`config.mk`:
```
export PLATFORM = sky130hd
export DESIGN_NAME = battleship_board_engine
export DESIGN_NICKNAME = d
export VERILOG_FILES = /design/src/rtl/battleship_pkg.sv /design/src/rtl/board_ram.sv /design/src/rtl/battleship_board_engine.sv
export SDC_FILE = /design/constraint.sdc
export NUM_CORES = 1
export LEC_CHECK = 0
export CORE_MARGIN = 5
export CORE_UTILIZATION = 62
export DETAILED_ROUTE_END_ITERATION = 6
export PLACE_DENSITY_LB_ADDON = 0.1
export SYNTH_ARGS = -nofsm -noshare
export SYNTH_HDL_FRONTEND = slang
export SYNTH_HIERARCHICAL = 1
export SYNTH_SLANG_ARGS = --single-unit
export TNS_END_PERCENT = 5
```
`constraint.sdc`:
```
create_clock -name CLOCK_50 -period 6.3 [get_ports CLOCK_50]
set_clock_uncertainty 0.2 [all_clocks]
set_input_delay 1.26 -clock CLOCK_50 [delete_from_list [all_inputs] [get_ports CLOCK_50]]
set_output_delay 1.26 -clock CLOCK_50 [all_outputs]
set_load 0.005 [all_outputs]
```
`src/rtl/battleship_pkg.sv`:
```
// Shared state encodings and verdict bytes for the battleship board engine.
package battleship_pkg;

  typedef enum logic [2:0] {
    ST_LOAD_MAP  = 3'd0,
    ST_LOAD_LIFE = 3'd1,
    ST_PLAYING   = 3'd2,
    ST_EVAL      = 3'd3,
    ST_RESPOND   = 3'd4,
    ST_GAME_OVER = 3'd5,
    ST_READ_WAIT = 3'd6
  } state_t;

  localparam logic [7:0] RESP_MISS   = 8'h4D;  // 'M'
  localparam logic [7:0] RESP_HIT    = 8'h48;  // 'H'
  localparam logic [7:0] RESP_REPEAT = 8'h52;  // 'R'
  localparam logic [7:0] RESP_SUNK   = 8'h53;  // 'S'
  localparam logic [7:0] RESP_WIN    = 8'h57;  // 'W'

endpackage

```
`src/rtl/board_ram.sv`:
```
// Single-port cell RAM: synchronous write, registered read-first output.
module board_ram #(
  parameter int ADDR_BITS = 6,
  parameter int DATA_BITS = 8
) (
  input  logic                 clk,
  input  logic                 we,
  input  logic [ADDR_BITS-1:0] addr,
  input  logic [DATA_BITS-1:0] wdata,
  output logic [DATA_BITS-1:0] rdata
);

  logic [DATA_BITS-1:0] mem [2**ADDR_BITS];

  always_ff @(posedge clk) begin
    if (we) mem[addr] <= wdata;
    rdata <= mem[addr];
  end

endmodule

```
`src/rtl/battleship_board_engine.sv`:
```
// Loads the ship map and life table from the UART byte stream, then resolves
// shots into one-byte verdicts with valid/ready handshakes on both sides.
//
// state      | meaning
// LOAD_MAP   | writing map bytes to cells 0..2**(X+Y)-1
// LOAD_LIFE  | writing ship lives 1..N_SHIPS, counting live ships
// PLAYING    | shot_ready high, waiting for a shot
// READ_WAIT  | RAM read of the latched cell in flight
// EVAL       | verdict computed, cell and life written back
// RESPOND    | tx_valid high until tx_ready
// GAME_OVER  | all ships sunk, idle until rst
module battleship_board_engine
  import battleship_pkg::*;
#(
  parameter int X_BITS    = 3,
  parameter int Y_BITS    = 3,
  parameter int N_SHIPS   = 16,
  parameter int LIFE_BITS = 4
) (
  input  logic              CLOCK_50,
  input  logic              rst,
  input  logic [7:0]        rx_data,
  input  logic              rx_valid,
  input  logic [X_BITS-1:0] shot_x,
  input  logic [Y_BITS-1:0] shot_y,
  input  logic              shot_valid,
  output logic              shot_ready,
  output logic [7:0]        tx_data,
  output logic              tx_valid,
  input  logic              tx_ready,
  output logic [2:0]        fsm_state,
  output logic [6:0]        ships_left,
  output logic              game_over,
  output logic              load_err
);

  localparam int ADDR_BITS = X_BITS + Y_BITS;
  localparam int IDX_BITS  = (N_SHIPS > 1) ? $clog2(N_SHIPS) : 1;
  localparam int LIFE_MAX  = (1 << LIFE_BITS) - 1;

  state_t                 state;
  logic [ADDR_BITS-1:0]   map_cnt;
  logic [IDX_BITS-1:0]    life_cnt;
  logic [X_BITS-1:0]      lat_x;
  logic [Y_BITS-1:0]      lat_y;
  logic [LIFE_BITS-1:0]   life [N_SHIPS];

  logic                   ram_we;
  logic [ADDR_BITS-1:0]   ram_addr;
  logic [7:0]             ram_wdata;
  logic [7:0]             ram_rdata;

  logic                   load_bad;
  logic [6:0]             load_id;
  logic [LIFE_BITS-1:0]   life_in;
  logic [6:0]             left_inc;
  logic [6:0]             hit_id;
  logic [IDX_BITS-1:0]    hit_idx;
  logic [LIFE_BITS-1:0]   hit_life;

  always_comb begin
    load_bad = rx_data[6:0] > 7'(N_SHIPS);
    load_id  = load_bad ? 7'd0 : rx_data[6:0];
    life_in  = (int'(rx_data) > LIFE_MAX) ? LIFE_BITS'(LIFE_MAX) : LIFE_BITS'(rx_data);
    left_inc = ships_left + 7'(rx_data != 8'd0);
    hit_id   = ram_rdata[6:0];
    hit_idx  = IDX_BITS'(hit_id - 7'd1);
    // An out-of-range id can only come from stale RAM; treat it as lifeless.
    hit_life = (hit_id != 7'd0 && hit_id <= 7'(N_SHIPS)) ? life[hit_idx] : '0;

    ram_addr  = (state == ST_LOAD_MAP) ? map_cnt : {lat_y, lat_x};
    ram_we    = ((state == ST_LOAD_MAP) && rx_valid) ||
                ((state == ST_EVAL) && !ram_rdata[7]);
    ram_wdata = (state == ST_LOAD_MAP) ? {1'b0, load_id} : {1'b1, hit_id};
  end

  board_ram #(.ADDR_BITS(ADDR_BITS), .DATA_BITS(8)) u_ram (
    .clk   (CLOCK_50),
    .we    (ram_we),
    .addr  (ram_addr),
    .wdata (ram_wdata),
    .rdata (ram_rdata)
  );

  assign fsm_state = state;

  always_ff @(posedge CLOCK_50) begin
    if (rst) begin
      state      <= ST_LOAD_MAP;
      shot_ready <= 1'b0;
      tx_valid   <= 1'b0;
      tx_data    <= 8'h00;
      ships_left <= 7'd0;
      game_over  <= 1'b0;
      load_err   <= 1'b0;
      map_cnt    <= '0;
      life_cnt   <= '0;
      lat_x      <= '0;
      lat_y      <= '0;
      for (int i = 0; i < N_SHIPS; i++) life[i] <= '0;
    end else begin
      case (state)
        ST_LOAD_MAP: begin
          if (rx_valid) begin
            if (load_bad) load_err <= 1'b1;
            map_cnt <= map_cnt + 1'b1;
            if (&map_cnt) state <= ST_LOAD_LIFE;
          end
        end

        ST_LOAD_LIFE: begin
          if (rx_valid) begin
            life[life_cnt] <= life_in;
            ships_left     <= left_inc;
            if (life_cnt == IDX_BITS'(N_SHIPS - 1)) begin
              life_cnt <= '0;
              if (left_inc == 7'd0) begin
                state     <= ST_GAME_OVER;
                game_over <= 1'b1;
              end else begin
                state      <= ST_PLAYING;
                shot_ready <= 1'b1;
              end
            end else begin
              life_cnt <= life_cnt + 1'b1;
            end
          end
        end

        ST_PLAYING: begin
          if (shot_valid && shot_ready) begin
            lat_x      <= shot_x;
            lat_y      <= shot_y;
            shot_ready <= 1'b0;
            state      <= ST_READ_WAIT;
          end
        end

        ST_READ_WAIT: state <= ST_EVAL;

        ST_EVAL: begin
          if (ram_rdata[7]) begin
            tx_data <= RESP_REPEAT;
          end else if (hit_id == 7'd0) begin
            tx_data <= RESP_MISS;
          end else if (hit_life > LIFE_BITS'(1)) begin
            life[hit_idx] <= hit_life - 1'b1;
            tx_data       <= RESP_HIT;
          end else if (hit_life == LIFE_BITS'(1)) begin
            life[hit_idx] <= '0;
            ships_left    <= ships_left - 7'd1;
            tx_data       <= (ships_left == 7'd1) ? RESP_WIN : RESP_SUNK;
          end else begin
            tx_data <= RESP_HIT;
          end
          tx_valid <= 1'b1;
          state    <= ST_RESPOND;
        end

        ST_RESPOND: begin
          if (tx_ready) begin
            tx_valid <= 1'b0;
            if (tx_data == RESP_WIN) begin
              state     <= ST_GAME_OVER;
              game_over <= 1'b1;
            end else begin
              state      <= ST_PLAYING;
              shot_ready <= 1'b1;
            end
          end
        end

        ST_GAME_OVER: begin
          shot_ready <= 1'b0;
          game_over  <= 1'b1;
        end

        default: state <= ST_LOAD_MAP;
      endcase
    end
  end

endmodule

```
==> impl_metrics.tcl <==
set metrics [dict create \
    outcome "finished clean" \
    final_core_utilization_pct 68.7 \
    worst_pin_slew_ns 1.44 \
    syn_inst 1753 \
    rows 75 \
    grt_overflow 0 \
    fin_crit_sh_pct 78.3 \
    syn_to_final_growth_pct 9.96 \
    finalSetupTns_ns 0 \
    cts_setup_buffers 0 \
    slew_violations 0 \
    setup_viol 0 \
    synth_top_family_by_area "simple AND/OR/NAND/NOR gates" \
    synth_top_area_share_pct 66.2 \
    required_ns 6.39 \
    rr_worst_depth 13 \
    final_nets 1797 \
    fmax_ghz 0.203 \
    root_buffer "clkbuf_16" \
    slowest_delay_ns 0.96 \
    ctsHtreeMaxLevel 2 \
    cts_buffers 60 \
    ff2ff_setup_slack_ns 1.37 \
    portBuffers 38 \
    muxShareOfSynthArea_pct 8.62 \
    clock_latency_ns 0.62 \
    core_um2 41900 \
    grt_pass1_wl_um 95300 \
    slowest_stage "ha_1" \
    period_needed_ns 4.93 \
    clkSinkCount 619 \
    ir_worst_vdd_mv 0.247 \
    synth_top_area_cell "edfxtp_1" \
    ios 41 \
    slew_headroom_pct 3.48 \
    antenna_found_initial 0 \
    grt_pass1_vias 15400 \
    cts_tree "done" \
    avgRoutedWirePerCell_um 27.0 \
    synth_area_leaders "edfxtp_1 (66%), mux4_2 (4.2%), mux2i_1 (3.3%)" \
    cts_resized 0 \
    vias 15700 \
    post_synth.cell_area_avg_um2 14.9 \
    synthSimpleGateAreaFrac_pct 9.33 \
    cts_hold_buffers 0 \
    ys_seq_area_share_pct 69.5 \
    final_hold_viol_count 0 \
    dp_hpwl_um 40100 \
    yosys.area_share.xor_xnor_pct 0.436 \
    synth-compound-area-share_pct 9.13 \
    grt_max_degree 103 \
    start_kind "flip-flop" \
    hold_depth 2 \
    cap_violations 0 \
    track_usage_pct 27.0 \
    crit_path_cell_trace "inv_2 -> ha_1 -> mux4_2 -> nand2_1 -> and3_1 -> nor3_1 -> inv_1 -> ha_1 -> nand2b_1 -> o31a_2 -> nor2_1 -> a2bb2oi_1 -> nand2_1" \
    clk_pin_slew_ns 0.06 \
    ant_nets 0 \
    drcViolationCount 0 \
    gp_congestion 0.914 \
    rsz0062_at_grt "no" \
    cp_num_buf_inv 2 \
    power_density_nw_per_um2 299 \
    antenna_cells 0 \
    crit_type "flip-flop to flip-flop" \
    min_from "game_over" \
    avgViaCountPerCell 6.68 \
    synth_seq_cells 619 \
    drt_wl_total_um 63500 \
    synth_edf_count 576 \
    cp.arrival_ns 5.02 \
    dp_cells 2245 \
    clockBufferDepth 3 \
    synth_fa_ha_area_share_pct 0.479 \
    fill_cells 2856 \
    p_leak_uw 0.00952 \
    dieArea_um2 46400 \
    cp-end-kind "flip-flop" \
    async_reset_ff_share_pct 0 \
    synth_cell_types 89 \
    syn_area_um2 26100 \
    die_w_um 215 \
    cp_top_family "simple AND/OR/NAND/NOR gates" \
    critPathMaxFanout 21 \
    reg2reg_from "u_ram/rdata[0]" \
    finalNonFillerCells 2352 \
    reg2reg_to "life[7][1]" \
    initial_core_util_pct 62.5 \
    synthFlopType "edfxtp_1" \
    yosys_warnings 6 \
    die_y_um 215 \
    hold_path_class "flip-flop to flip-flop" \
    hold_end "game_over" \
    firstDrtPassIters 6 \
    drt_iter0_markers 1872 \
    layout-drive-gt1-share_pct 11.9 \
]
==> worst max-delay path by stage <==
stage	cells after the start	from	to
finish	13	u_ram/rdata[0]	life[7][1]
global route	13	u_ram/rdata[0]	life[3][1]
CTS	13	u_ram/rdata[0]	life[7][1]
detailed placement	12	rx_data[4]	fsm_state[2]
global placement	12	rx_data[4]	fsm_state[2]
floorplan	12	fsm_state[1]	u_ram/mem[13][0]
==> report_power, final <==
part	switching, µW	internal (µW)	leakage, µW	total [µW]
Clock	1470	1880	0.000884	3350
Combinational	459	268	0.00278	726
Sequential	21.1	4490	0.00586	4510
==> cells by family (layout without fill, tap and decap cells) <==
family	after synthesis	count (layout)
mux	155	155
buf+inv	133	192
simple gates	505	505
fa+ha+maj	10	10
xor+xnor	13	13
compound gates	317	317
flops	619	619
other cells	1	2
==> metrics by stage <==
step | worst slack [ns] | hold slack, ns | instance area (µm²) | power, µW
finish | 1.37 | 0.249 | 28700 | 8580
global route | 1.09 | 0.287 | 28700 | 8860
CTS | 1.39 | 0.251 | 28700 | 8630
detailed placement | 1.07 | 0.241 | 26900 | 5310
global placement | 1.24 | 0.236 | 26900 | 5300
floorplan | 1.76 | 0.242 | 26100 | 5100
==> placed cells by master, fill, tap and decap left out, types with 14 or more instances in the layout <==
| cell type | count |
|---|---|
| a22oi_1 | 40 |
| o22ai_1 | 26 |
| a221oi_1 | 21 |
| mux4_2 | 49 |
| o21ai_0 | 25 |
| mux2i_1 | 87 |
| inv_1 | 14 |
| and2_1 | 16 |
| a31oi_1 | 19 |
| clkinv_1 | 15 |
| a21oi_1 | 50 |
| clkdlybuf4s50_1 | 38 |
| and3_1 | 14 |
| nor2b_1 | 15 |
| nand2_1 | 114 |
| nand2b_1 | 31 |
| nor2_1 | 189 |
| edfxtp_1 | 576 |
| buf_4 | 27 |
| nand3_1 | 22 |
| clkbuf_16 | 60 |
| dfxtp_1 | 43 |
| nand3b_1 | 15 |
==> cells in the mapped netlist (27+ instances only) <==
| cell | number |
|---|---|
| edfxtp_1 | 576 |
| nor2_1 | 190 |
| nand2_1 | 120 |
| mux2i_1 | 87 |
| clkbuf_1 | 56 |
| a21oi_1 | 50 |
| mux4_2 | 49 |
| dfxtp_1 | 43 |
| a22oi_1 | 40 |
| buf_2 | 36 |
| nand2b_1 | 31 |
| o21ai_0 | 27 |
==> worst reg2reg max path: cells and delay by family, from the launching register on <==
family	cells	cell delay, ns
simple gates	6	1.38
buf+inv	2	0.25
fa+ha+maj	2	1.29
flops	1	0.37
compound gates	2	0.70
mux	1	0.43
==> per-layer routing <==
metal / global-route usage [%] / routed length [µm]
met5: 0 / 0
met1: 35.9 / 24300
met4: 10.5 / 2880
met2: 44.5 / 30900
met3: 5.76 / 5420
==> sequential cells by signal (all words and copies together), names as in the netlist <==
register / flops
life_cnt: 4
u_ram/mem: 512
game_over: 1
tx_data: 5
fsm_state: 3
tx_valid: 1
lat_x: 3
life: 64
map_cnt: 6
shot_ready: 1
u_ram/rdata: 8
lat_y: 3
ships_left: 7
load_err: 1
==> final cells by class <==
type                       count  area (µm²)  area share [%]
sequential                   619       18200            63.2
multi-input combinational   1002        7380            25.7
clock buffer                  75        1580            5.49
tap                          539         674            2.35
timing repair buffer          68         643            2.24
clock inverter                32         240           0.836
inverter                      17        63.8           0.222
Note: power is estimated with default switching activity, not from simulation.
